===== src/rtl/vend_pkg.sv =====
// Shared definitions for the vend datapath: sequencer state codes, coffee
// selection codes, flavour valve bit positions and small elaboration helpers.
package vend_pkg;

   localparam logic [3:0] ST_IDLE    = 4'd0;
   localparam logic [3:0] ST_HEAT    = 4'd1;
   localparam logic [3:0] ST_CUP     = 4'd2;
   localparam logic [3:0] ST_WATER   = 4'd3;
   localparam logic [3:0] ST_SHOT    = 4'd4;
   localparam logic [3:0] ST_STIR    = 4'd5;
   localparam logic [3:0] ST_DONE    = 4'd6;
   localparam logic [3:0] ST_RELEASE = 4'd7;
   localparam logic [3:0] ST_FAULT   = 4'd8;

   typedef enum logic [3:0] {
      S_IDLE    = ST_IDLE,
      S_HEAT    = ST_HEAT,
      S_CUP     = ST_CUP,
      S_WATER   = ST_WATER,
      S_SHOT    = ST_SHOT,
      S_STIR    = ST_STIR,
      S_DONE    = ST_DONE,
      S_RELEASE = ST_RELEASE,
      S_FAULT   = ST_FAULT
   } seq_state_t;

   localparam logic [2:0] SEL_PLAIN = 3'd1;
   localparam logic [2:0] SEL_HAZEL = 3'd2;
   localparam logic [2:0] SEL_COCO  = 3'd3;

   localparam int FLV_HAZEL = 0;
   localparam int FLV_COCO  = 1;

   function automatic logic sel_valid(input logic [2:0] sel);
      return (sel >= SEL_PLAIN) && (sel <= SEL_COCO);
   endfunction

   function automatic int max_of(input int a, input int b);
      return (a > b) ? a : b;
   endfunction

endpackage


===== src/rtl/phase_timer.sv =====
// Loadable down-counter with zero flag; saturates at zero so it never wraps.
// Load has priority over counting; one instance times every sequencer phase.
module phase_timer #(
   parameter int W = 6
) (
   input  logic         clk,
   input  logic         reset,
   input  logic         load,
   input  logic [W-1:0] load_val,
   output logic         zero
);

   logic [W-1:0] count;

   always_ff @(posedge clk) begin
      if (reset) begin
         count <= '0;
      end else if (load) begin
         count <= load_val;
      end else if (count != '0) begin
         count <= count - 1'b1;
      end
   end

   assign zero = (count == '0);

endmodule


===== src/rtl/dispense_seq.sv =====
// Coffee dispense sequencer: heater check, cup drop, water pour, optional flavour
// shot and (with DISPENSE_STIR_EN defined) a stir phase; Moore outputs from state.
module dispense_seq
   import vend_pkg::*;
#(
   parameter int CUP_CYCLES   = 4,
   parameter int WATER_CYCLES = 16,
   parameter int SHOT_CYCLES  = 8,
   parameter int STIR_CYCLES  = 6,
   parameter int HEAT_TIMEOUT = 64
) (
   input  logic       clk,
   input  logic       reset,
   input  logic       dispense,
   input  logic [2:0] coffee_select,
   input  logic       heater_ready,
   output logic       dispense_done,
   output logic       seq_busy,
   output logic       cup_drop,
   output logic       water_valve,
   output logic [1:0] flavour_valve,
   output logic       stir_motor,
   output logic       fault
);

   localparam int MAX_CYC = max_of(max_of(max_of(CUP_CYCLES, WATER_CYCLES),
                                          max_of(SHOT_CYCLES, STIR_CYCLES)),
                                   HEAT_TIMEOUT);
   localparam int TW = $clog2(MAX_CYC);

   localparam logic [TW-1:0] HEAT_LD  = TW'(HEAT_TIMEOUT - 1);
   localparam logic [TW-1:0] CUP_LD   = TW'(CUP_CYCLES - 1);
   localparam logic [TW-1:0] WATER_LD = TW'(WATER_CYCLES - 1);
   localparam logic [TW-1:0] SHOT_LD  = TW'(SHOT_CYCLES - 1);
   localparam logic [TW-1:0] STIR_LD  = TW'(STIR_CYCLES - 1);

   // Where the sequence goes once the pour (and any flavour shot) is finished.
`ifdef DISPENSE_STIR_EN
   localparam seq_state_t POST_STATE = S_STIR;
   localparam logic       POST_LOAD  = 1'b1;
`else
   localparam seq_state_t POST_STATE = S_DONE;
   localparam logic       POST_LOAD  = 1'b0;
`endif

   seq_state_t    state, state_n;
   logic [2:0]    sel_q, sel_n;
   logic          tmr_load;
   logic [TW-1:0] tmr_val;
   logic          tmr_zero;

   phase_timer #(.W(TW)) u_timer (
      .clk      (clk),
      .reset    (reset),
      .load     (tmr_load),
      .load_val (tmr_val),
      .zero     (tmr_zero)
   );

   always_ff @(posedge clk) begin
      if (reset) begin
         state <= S_IDLE;
         sel_q <= '0;
      end else begin
         state <= state_n;
         sel_q <= sel_n;
      end
   end

   always_comb begin
      state_n  = state;
      sel_n    = sel_q;
      tmr_load = 1'b0;
      tmr_val  = '0;
      unique case (state)
         S_IDLE: begin
            if (dispense) begin
               if (sel_valid(coffee_select)) begin
                  sel_n    = coffee_select;
                  state_n  = S_HEAT;
                  tmr_load = 1'b1;
                  tmr_val  = HEAT_LD;
               end else begin
                  state_n = S_FAULT;
               end
            end
         end
         S_HEAT: begin
            if (heater_ready) begin
               state_n  = S_CUP;
               tmr_load = 1'b1;
               tmr_val  = CUP_LD;
            end else if (tmr_zero) begin
               state_n = S_FAULT;
            end
         end
         S_CUP: begin
            if (tmr_zero) begin
               state_n  = S_WATER;
               tmr_load = 1'b1;
               tmr_val  = WATER_LD;
            end
         end
         S_WATER: begin
            if (tmr_zero) begin
               if (sel_q != SEL_PLAIN) begin
                  state_n  = S_SHOT;
                  tmr_load = 1'b1;
                  tmr_val  = SHOT_LD;
               end else begin
                  state_n  = POST_STATE;
                  tmr_load = POST_LOAD;
                  tmr_val  = STIR_LD;
               end
            end
         end
         S_SHOT: begin
            if (tmr_zero) begin
               state_n  = POST_STATE;
               tmr_load = POST_LOAD;
               tmr_val  = STIR_LD;
            end
         end
         S_STIR: begin
            if (tmr_zero) begin
               state_n = S_DONE;
            end
         end
         S_DONE:    state_n = S_RELEASE;
         // Hold here until vend drops the request so a held level cannot retrigger.
         S_RELEASE: if (!dispense) state_n = S_IDLE;
         S_FAULT:   state_n = S_FAULT;
         default:   state_n = S_FAULT;
      endcase
   end

   assign seq_busy      = (state != S_IDLE);
   assign cup_drop      = (state == S_CUP);
   assign water_valve   = (state == S_WATER);
   assign dispense_done = (state == S_DONE);
   assign fault         = (state == S_FAULT);

   always_comb begin
      flavour_valve = '0;
      if (state == S_SHOT) begin
         if (sel_q == SEL_HAZEL) flavour_valve[FLV_HAZEL] = 1'b1;
         else                    flavour_valve[FLV_COCO]  = 1'b1;
      end
   end

`ifdef DISPENSE_STIR_EN
   assign stir_motor = (state == S_STIR);
`else
   assign stir_motor = 1'b0;
`endif

endmodule


===== config.mk =====
export PLATFORM = sky130hd
export DESIGN_NAME = dispense_seq
export DESIGN_NICKNAME = d
export VERILOG_FILES = /design/src/rtl/vend_pkg.sv /design/src/rtl/phase_timer.sv /design/src/rtl/dispense_seq.sv
export SDC_FILE = /design/constraint.sdc
export NUM_CORES = 1
export LEC_CHECK = 0
export ABC_AREA = 1
export ABC_CLOCK_PERIOD_IN_PS = 1400
export BUFFER_PORTS_ARGS = -buffer_cell sky130_fd_sc_hd__buf_2
export CAP_MARGIN = 20
export CORE_ASPECT_RATIO = 0.8
export CORE_MARGIN = 3
export CORE_UTILIZATION = 49
export CTS_CLUSTER_DIAMETER = 60
export CTS_CLUSTER_SIZE = 16
export DETAILED_ROUTE_END_ITERATION = 10
export PLACE_DENSITY = 0.74
export SETUP_SLACK_MARGIN = 0.15
export SYNTH_ARGS = -nofsm -noshare
export SYNTH_HDL_FRONTEND = slang
export SYNTH_SLANG_ARGS = --single-unit

===== constraint.sdc =====
create_clock -name clk -period 1.4 [get_ports clk]
set_clock_uncertainty 0.05 [all_clocks]
set_input_delay 0.07 -clock clk [delete_from_list [all_inputs] [get_ports clk]]
set_output_delay 0.07 -clock clk [all_outputs]
set_load 0.005 [all_outputs]

==> impl_metrics.py, run 1 <==
metrics = {
    "critical_path": {
        "cp_slowest_cell": "dfxtp_4",
        "reg2reg_depth": 7,
        "worst_path_most_repeated_cell": "nor2_1",
        "r2r_slack_ps": -130,
        "worstPathMaxFanout": 6,
        "timing.rr.end": "u_timer.count[5]$_SDFFE_PP0P_",
        "cp-start-kind": "flip-flop",
        "r2r_start": "state[2]$_SDFFE_PP0P_",
        "path_class": "reg -> reg",
        "cp.required_ps": 1530,
        "critPathCaptureType": "flip-flop",
        "cpPeakStageDelay_ps": 370,
        "path_delay_family": "simple AND/OR/NAND/NOR gates",
        "arrival_ps": 1660,
        "cp_num_buf_inv": 1,
        "crit_chain": "nor2_4 -> buf_12 -> nand2_4 -> nor3_1 -> nor2_1 -> a21oi_1 -> nor2_1",
    },
    "outcome": {
        "failed_checks": "negative setup slack",
        "status": "finished with violations",
    },
    "run": {
        "drv_cap": 0,
    },
    "cts": {
        "htreeDepth": 1,
        "cts_sinks": 13,
        "clk_latency_ps": 280,
        "cts-root-buf": "clkbuf_4",
        "cts_tree": "yes",
        "clockBufferDepth": 2,
        "cts.reportedPaths.clkPinSlew_ps": 90,
        "cts_buffers": 3,
    },
    "detailed_routing": {
        "drc_errors": 0,
        "met3_length_um": 332,
        "wl_per_cell_um": 18.7,
        "via_count": 1230,
        "vias_per_cell": 6.12,
        "drt-met1-wl_um": 1390,
        "drtAntennaViolNets": 0,
        "drtPass1Iterations": 4,
        "routed.top_layer": "met4",
        "dr_wl_met2_um": 1780,
        "drt-total-wl_um": 3750,
        "drt-initial-drc-count": 96,
    },
    "logic_synthesis": {
        "synthCells": 143,
        "yosysWarnings": 0,
        "synthesis.area_um2": 906,
        "synth_area_per_cell_um2": 6.33,
        "synth_nets": 152,
        "ys_ff_latch": 13,
        "synth.area.top_cells": "dfxtp_1 29%, nand2_1 11%, nor2_1 9.5%",
        "synth-seq-area-share_pct": 28.7,
        "yosys.cell_types.count": 27,
        "synthDominantCellAreaShare_pct": 28.7,
        "synth_largest_area_cell": "dfxtp_1",
    },
    "placed_design": {
        "gp_congestion": 0.880,
        "hpwl_um": 1570,
        "port_buffers": 13,
    },
    "global_route": {
        "grt_pass1_wl_um": 4690,
        "antenna_found_initial": 0,
        "grt_max_degree": 10,
        "grt_pass1_vias": 1087,
        "grt_use_total_pct": 27.2,
        "grt_remaining_overflow": 0,
    },
    "die": {
        "row_count": 13,
        "io_pins": 15,
        "coreArea_um2": 1690,
        "initial_core_util_pct": 53.6,
        "die_h_um": 44.5,
        "dieWidth_um": 54.1,
        "dieArea_um2": 2400,
    },
    "timing": {
        "final_max_slew_viol_count": 0,
        "rsz0062_at_grt": "yes",
        "fin_ws_ps": -130,
        "setup_viol_count_final": 11,
        "period_needed_ps": 1530,
        "finalHoldViolations": 0,
        "finalCritPeriodShare_pct": 109,
        "fmax_ghz": 0.653,
    },
    "finish": {
        "antenna_cells": 0,
        "final_common_cell": "nand2_1",
        "final_core_util_pct": 85.7,
        "mostFrequentLayoutCells": "19 x nand2_1, 15 x nor2_1, 13 x inv_1, 13 x buf_4, 11 x buf_2",
        "fillers": 74,
        "area_growth_pct": 60.1,
        "drive_above_1_share_pct": 52.0,
        "finalNetCount": 189,
    },
    "pwr": {
        "cellLeakagePower_uw": 0.000703,
        "power_uw": 4010,
        "seq_power_share_pct": 18.9,
        "comb_power_share_pct": 74.9,
        "powerDensity_nw_per_um2": 2770,
        "p_int_uw": 1980,
        "swShare_pct": 50.7,
        "ir_drop_v": 0.00221,
        "p_sw_uw": 2030,
        "clockPowerShare_pct": 6.2,
    },
    "min_path": {
        "min_path_cells": 3,
        "min_from": "coffee_select[1]",
        "hold_class": "in -> reg",
        "hold_end": "sel_q[1]$_SDFFE_PP0N_",
    },
}
-- Yosys cell counts --
library cell,number
buf_4,1
a31oi_1,1
nand3_1,11
o21ai_2,1
nor2_4,2
nand2_4,1
nand4_1,4
inv_2,2
ha_1,2
nand2_2,4
nor2_2,3
clkinv_2,1
a21oi_1,7
buf_6,1
nand3_2,1
nand2_1,26
o21ai_0,7
xor2_1,2
nor3_1,2
nand3b_1,1
xnor2_1,2
conb_1,1
dfxtp_1,13
inv_1,21
nor2_1,23
o21ai_1,1
nor4_1,2
-- sequential cells by signal (all words and copies together) (netlist names) --
register	count
sel_q	3
state	4
u_timer.count	6
-- repair_timing --
item / in CTS / in global routing
hold buffers: 1 / 0
setup endpoints to repair: 18 / 20
buffers inserted: 12 / 6
gates resized for setup: 41 / 31
pin swaps: 22 / 12
endpoints found under the hold margin: 1 / 0
-- how the worst max path moves through the flow --
stage                                       start                             to  slack, ps  cells after the start
detailed placement  u_timer.count[1]$_SDFFE_PP0P_  u_timer.count[0]$_SDFFE_PP0P_         -5                      8
floorplan           u_timer.count[0]$_SDFFE_PP0P_  u_timer.count[4]$_SDFFE_PP0P_        150                      9
CTS                         state[2]$_SDFFE_PP0P_               flavour_valve[0]       -0.8                      5
finish                      state[2]$_SDFFE_PP0P_  u_timer.count[5]$_SDFFE_PP0P_       -130                      7
global route                state[2]$_SDFFE_PP0P_  u_timer.count[5]$_SDFFE_PP0P_       -190                      7
global placement            state[2]$_SDFFE_PP0P_          state[1]$_SDFFE_PP0P_         20                      7
-- per-layer routing --
layer	vias up	GRT usage, %
met5	-	0
met4	0	12.4
met3	42	7.74
met2	111	49.5
met1	553	28.5
li1	524	-
-- power by group through the flow --
stage / registers [µW] / clock network (µW) / logic, µW
floorplan: 632 / 0 / 1280
global placement: 669 / 0 / 1560
detailed placement: 675 / 0 / 1580
CTS: 722 / 243 / 2230
global route: 765 / 263 / 3200
finish: 758 / 248 / 3000
-- cell type report --
type                            instances  area (µm²)  area share [%]
Multi-Input combinational cell        104         739            51.0
Sequential cell                        13         279            19.2
Timing Repair Buffer                   34         273            18.8
Inverter                               24         105            7.25
Tap cell                               22        27.5            1.90
Clock buffer                            4        26.3            1.81
-- worst reg2reg max path, cell delays in order (launching register included) --
cell,delay [ps]
dfxtp_4,370
nor2_4,140
buf_12,150
nand2_4,80
nor3_1,290
nor2_1,130
a21oi_1,150
nor2_1,80
-- cells by family (layout without fill, tap and decap cells) --
logic type                 after synthesis  in the layout  share of synthesized area, %
and+or+nand+nor                         80             80                          42.1
buffers and inverters                   26             62                          12.2
AOI/OAI and AO/OA                       17             17                          9.94
DFF                                     13             13                          28.7
xor gates and xnor gates                 4              4                          3.87
adders and majority gates                2              2                          2.76
other                                    1              1                         0.414
-- through the flow --
stage                     instance area (µm²)  std cells  hold slack (ps)  setup slack [ps]  TNS [ps]
after global placement                   1020        178              195              21.2         0
after floorplan                           927        143             92.4               149         0
after detailed placement                 1020        178              199             -4.52     -4.52
after CTS                                1270        195             22.4            -0.819    -0.819
after global routing                     1450        201             60.8              -187     -1340
final                                    1450        201             25.0              -130      -540
Power figures use the tool's default switching activity.
==> run 2, diff against run 1 <==
Settings changed: GPL_TIMING_DRIVEN set to 0.
==> impl_metrics.py, run 2 (synthesis results as in run 1) <==
metrics = {
    "detailed_routing": {
        "drc_errors": 0,
        "via_count": 1116,
        "met3_length_um": 220,
        "drtPass1Iterations": 4,
        "drt-initial-drc-count": 72,
        "vias_per_cell": 5.72,
        "wl_per_cell_um": 14.8,
        "drt-met1-wl_um": 1150,
        "routed.top_layer": "met4",
        "drt-total-wl_um": 2890,
        "dr_wl_met2_um": 1450,
        "drtAntennaViolNets": 0,
    },
    "finish": {
        "mostFrequentLayoutCells": "23 x nand2_1, 15 x inv_1, 13 x buf_2, 12 x nor2_1, 11 x buf_4",
        "final_common_cell": "nand2_1",
        "antenna_cells": 0,
        "largest-register": "u_timer.count",
        "finalNetCount": 183,
        "fillers": 123,
        "top_regs": "u_timer.count: 6 flops, state: 4 flops, sel_q: 3 flops",
        "drive_above_1_share_pct": 48.6,
        "largest_reg_flops": 6,
        "area_growth_pct": 45.2,
        "seq_area_um2": 273,
        "multiInputGateArea_um2": 701,
        "final_cells": 195,
        "final_core_util_pct": 77.7,
    },
    "pwr": {
        "power_uw": 3330,
        "ir_drop_v": 0.00161,
        "powerDensity_nw_per_um2": 2530,
        "cellLeakagePower_uw": 0.000642,
    },
    "die": {
        "dieWidth_um": 54.1,
        "coreArea_um2": 1690,
        "io_pins": 15,
        "die_h_um": 44.5,
        "initial_core_util_pct": 53.6,
        "row_count": 13,
        "dieArea_um2": 2400,
    },
    "global_route": {
        "grt_remaining_overflow": 0,
        "grt_pass1_wl_um": 3840,
        "grt_use_total_pct": 21.8,
        "grt_pass1_vias": 916,
        "antenna_found_initial": 0,
        "grt_max_degree": 10,
    },
    "critical_path": {
        "arrival_ps": 1670,
        "cp_slowest_cell": "dfxtp_4",
        "critPathCaptureType": "flip-flop",
        "worstPathMaxFanout": 8,
        "crit_chain": "nor2_4 -> nand4_1 -> nand3_2 -> nand2_4 -> nand3b_1 -> nand2_1 -> nor2_1",
        "cp-start-kind": "flip-flop",
        "path_class": "reg -> reg",
        "cpPeakStageDelay_ps": 370,
        "cp.required_ps": 1560,
    },
    "cts": {
        "cts-root-buf": "clkbuf_4",
        "cts_sinks": 13,
        "cts_buffers": 3,
        "clockBufferDepth": 2,
        "clk_latency_ps": 280,
        "cts_tree": "yes",
        "htreeDepth": 1,
        "cts.reportedPaths.clkPinSlew_ps": 80,
    },
    "timing": {
        "period_needed_ps": 1510,
        "fin_ws_ps": -111,
        "rsz0062_at_grt": "yes",
        "setup_viol_count_final": 6,
        "tns_ps": -226,
        "fmax_ghz": 0.662,
        "final_max_slew_viol_count": 0,
        "finalHoldViolations": 0,
        "finalCritPeriodShare_pct": 108,
    },
    "run": {
        "drv_cap": 0,
    },
    "placed_design": {
        "hpwl_um": 1490,
        "pre_cts_ws_ps": 12.4,
        "dp_cells": 178,
        "gp_congestion": 0.863,
        "port_buffers": 13,
    },
    "outcome": {
        "status": "finished with violations",
        "failed_checks": "negative setup slack",
    },
    "min_path": {
        "hold_class": "in -> reg",
    },
}
[run 2: worst paths after layout]
check / from / to / cells past startpoint / slack (ps)
max: state[3]$_SDFFE_PP0P_ / state[2]$_SDFFE_PP0P_ / 7 / -110
min: coffee_select[1] / sel_q[1]$_SDFFE_PP0N_ / 3 / 50
min reg2reg: sel_q[2]$_SDFFE_PP0N_ / sel_q[2]$_SDFFE_PP0N_ / 2 / 500
max reg2reg: state[3]$_SDFFE_PP0P_ / state[2]$_SDFFE_PP0P_ / 7 / -110
[run 2: power by group]
| part | switching (µW) | internal [µW] | leakage [µW] |
|---|---|---|---|
| Sequential | 179 | 535 | 0.000110 |
| Clock | 130 | 111 | 0.0000150 |
| Combinational | 1390 | 977 | 0.000518 |
[run 2: cell type report]
type	count	area share, %
multi-input combinational	104	53.3
sequential	13	20.7
timing repair buffer	26	13.0
inverter	24	7.42
tap	22	2.09
clock buffer	4	2.00
buffer	2	1.43
[run 2: routing by layer]
layer / global-route usage, % / vias to the layer above
met5: 0 / -
met4: 6.97 / 0
met3: 7.74 / 10
met2: 33.3 / 65
met1: 28.5 / 527
li1: - / 514
[run 2: worst max-delay path, delay by kind of cell (launching register included)]
| kind | cells | cell delay, ps |
|---|---|---|
| DFF | 1 | 370 |
| and+or+nand+nor | 7 | 1020 |
[run 2: metrics by stage]
| stage | area [µm²] | hold WS (ps) |
|---|---|---|
| after global placement | 1020 | 202 |
| after floorplan | 927 | 92.4 |
| after global routing | 1320 | 58.5 |
| final | 1320 | 48.4 |
| after detailed placement | 1020 | 210 |
| after CTS | 1180 | 43.6 |
[run 2: timing repair]
item	4_1_cts	5_1_grt
hold buffers	2	0
setup endpoints to repair	18	20
setup buffers	7	4
resized for setup	22	29
pin swaps	9	13
cloned	0	0
hold endpoints to repair	2	0
==> run 3, diff against run 2 <==
--- a/constraint.sdc
+++ b/constraint.sdc
@@ -4,2 +4,2 @@
 set_output_delay 0.07 -clock clk [all_outputs]
-set_load 0.005 [all_outputs]
+set_load 0.02 [all_outputs]
==> impl_metrics.py, run 3 (synthesis results as in run 1) <==
metrics = {
    "outcome": {
        "status": "finished with violations",
        "failed_checks": "negative hold slack, negative setup slack",
    },
    "detailed_routing": {
        "vias_per_cell": 5.33,
        "drc_errors": 0,
        "drtPass1Iterations": 4,
        "drtAntennaViolNets": 0,
        "drt-initial-drc-count": 34,
        "drt-total-wl_um": 2610,
        "wl_per_cell_um": 13.6,
        "via_count": 1023,
    },
    "timing": {
        "finalCritPeriodShare_pct": 103,
        "setup_viol_count_final": 6,
        "fin_ws_ps": -48.4,
        "fmax_ghz": 0.690,
        "finalHoldViolations": 1,
        "tns_ps": -102,
        "final_max_slew_viol_count": 0,
        "rsz0062_at_grt": "yes",
        "hold_ws_ps": -0.371,
        "period_needed_ps": 1450,
    },
    "global_route": {
        "grt_remaining_overflow": 0,
        "grt_use_total_pct": 20.7,
        "met1_usage_pct": 28.0,
        "met2_usage_pct": 34.1,
        "met3_usage_pct": 5.05,
        "grt_pass1_wl_um": 3690,
        "grt_pass1_vias": 869,
        "antenna_found_initial": 0,
        "grt.busiest_layer": "met2",
        "grt_max_degree": 10,
    },
    "die": {
        "dieWidth_um": 54.1,
        "die_h_um": 44.5,
        "dieArea_um2": 2400,
        "initial_core_util_pct": 53.6,
        "row_count": 13,
        "coreArea_um2": 1690,
        "io_pins": 15,
    },
    "cts": {
        "cts_tree": "yes",
        "cts-root-buf": "clkbuf_4",
        "cts_buffers": 3,
        "clk_latency_ps": 280,
        "clockBufferDepth": 2,
        "cts.reportedPaths.clkPinSlew_ps": 90,
        "cts_sinks": 13,
        "htreeDepth": 1,
    },
    "finish": {
        "largest_reg_flops": 6,
        "largest-register": "u_timer.count",
        "mostFrequentLayoutCells": "19 x nand2_1, 17 x nor2_1, 15 x inv_1, 10 x buf_4, 9 x nand3_1",
        "final_common_cell": "nand2_1",
        "area_growth_pct": 46.4,
        "antenna_cells": 0,
        "top_regs": "u_timer.count: 6 flops, state: 4 flops, sel_q: 3 flops",
        "finalNetCount": 180,
        "drive_above_1_share_pct": 45.3,
    },
    "critical_path": {
        "worst_path_most_repeated_cell": "nor2_2",
        "cp_slowest_cell": "dfxtp_4",
        "crit_chain": "nor2_4 -> buf_12 -> buf_6 -> nand2_1 -> nor2_2 -> nor2_2 -> nand3_1 -> o21ai_1 -> inv_1",
        "path_class": "reg -> reg",
        "arrival_ps": 1580,
        "reg2reg_depth": 9,
        "critPathCaptureType": "flip-flop",
        "cpPeakStageDelay_ps": 390,
        "worstPathMaxFanout": 4,
        "cp.required_ps": 1540,
        "cp-start-kind": "flip-flop",
    },
    "pwr": {
        "power_uw": 3480,
        "p_sw_uw": 1760,
        "p_int_uw": 1720,
        "swShare_pct": 50.6,
        "ir_drop_v": 0.00165,
        "clockPowerShare_pct": 7.2,
        "cellLeakagePower_uw": 0.000630,
        "powerDensity_nw_per_um2": 2620,
        "seq_power_share_pct": 20.5,
        "comb_power_share_pct": 72.4,
    },
    "placed_design": {
        "gp_congestion": 0.904,
        "hpwl_um": 1630,
        "port_buffers": 13,
        "pre_cts_ws_ps": -28.7,
    },
    "min_path": {
        "hold_class": "in -> reg",
        "min_path_cells": 3,
    },
    "run": {
        "drv_cap": 0,
    },
}
-- run 3: changes by cell type in the layout (fill, tap and decap cells not counted), moves of 3 or more --
| cell | change |
|---|---|
| buf_2 | -7 |
| nor2_1 | +5 |
| buf_6 | +4 |
| nand2_1 | -4 |
| nand3_1 | +4 |
| nor2_2 | -4 |
| o21ai_2 | -3 |
-- run 3: critical path: cells and delay by family (launching register included) --
kind	cells	cell delay, ps
AO/OA/AOI/OAI	1	180
flip-flops	1	390
buffers and inverters	3	290
AND/OR/NAND/NOR	5	430
-- run 3: through the flow --
stage	instances	area (µm²)	utilization [%]
after floorplan	143	962	-
after global placement	178	1050	62.4
after detailed placement	178	1050	62.4
after CTS	189	1210	71.4
after global routing	192	1330	78.4
final	192	1330	78.4
-- run 3: routing by layer --
layer | vias up | routed length, µm
li1 | 509 | -
met1 | 472 | 1180
met2 | 34 | 1260
met3 | 8 | 121
met4 | 0 | 52
met5 | - | 0
-- run 3: cell type report --
class | count | area, µm²
multi-input combinational | 104 | 679
fill | 128 | 365
sequential | 13 | 275
timing repair buffer | 23 | 195
inverter | 24 | 100
tap | 22 | 27.5
clock buffer | 4 | 26.3
buffer | 2 | 22.5
-- run 3: worst paths after layout --
kind | startpoint | endpoint | slack [ps]
setup / recovery | state[3]$_SDFFE_PP0P_ | u_timer.count[0]$_SDFFE_PP0P_ | -50
hold / removal | coffee_select[0] | sel_q[0]$_SDFFE_PP0N_ | -0.4
setup reg to reg | state[3]$_SDFFE_PP0P_ | u_timer.count[0]$_SDFFE_PP0P_ | -50
hold reg to reg | sel_q[2]$_SDFFE_PP0N_ | sel_q[2]$_SDFFE_PP0N_ | 440
-- run 3: power by group through the flow --
stage | logic [µW] | clock network (µW) | registers, µW
floorplan | 1450 | 0 | 649
global placement | 1730 | 0 | 675
detailed placement | 1770 | 0 | 682
CTS | 2070 | 242 | 699
global route | 2720 | 267 | 731
finish | 2520 | 249 | 712
-- run 3: timing repair --
item,in CTS,in global routing
endpoints found under the setup margin,19,20
hold buffers,1,0
resized for setup,27,22
setup buffers,6,3
hold endpoints to repair,1,0
pin swaps,16,11
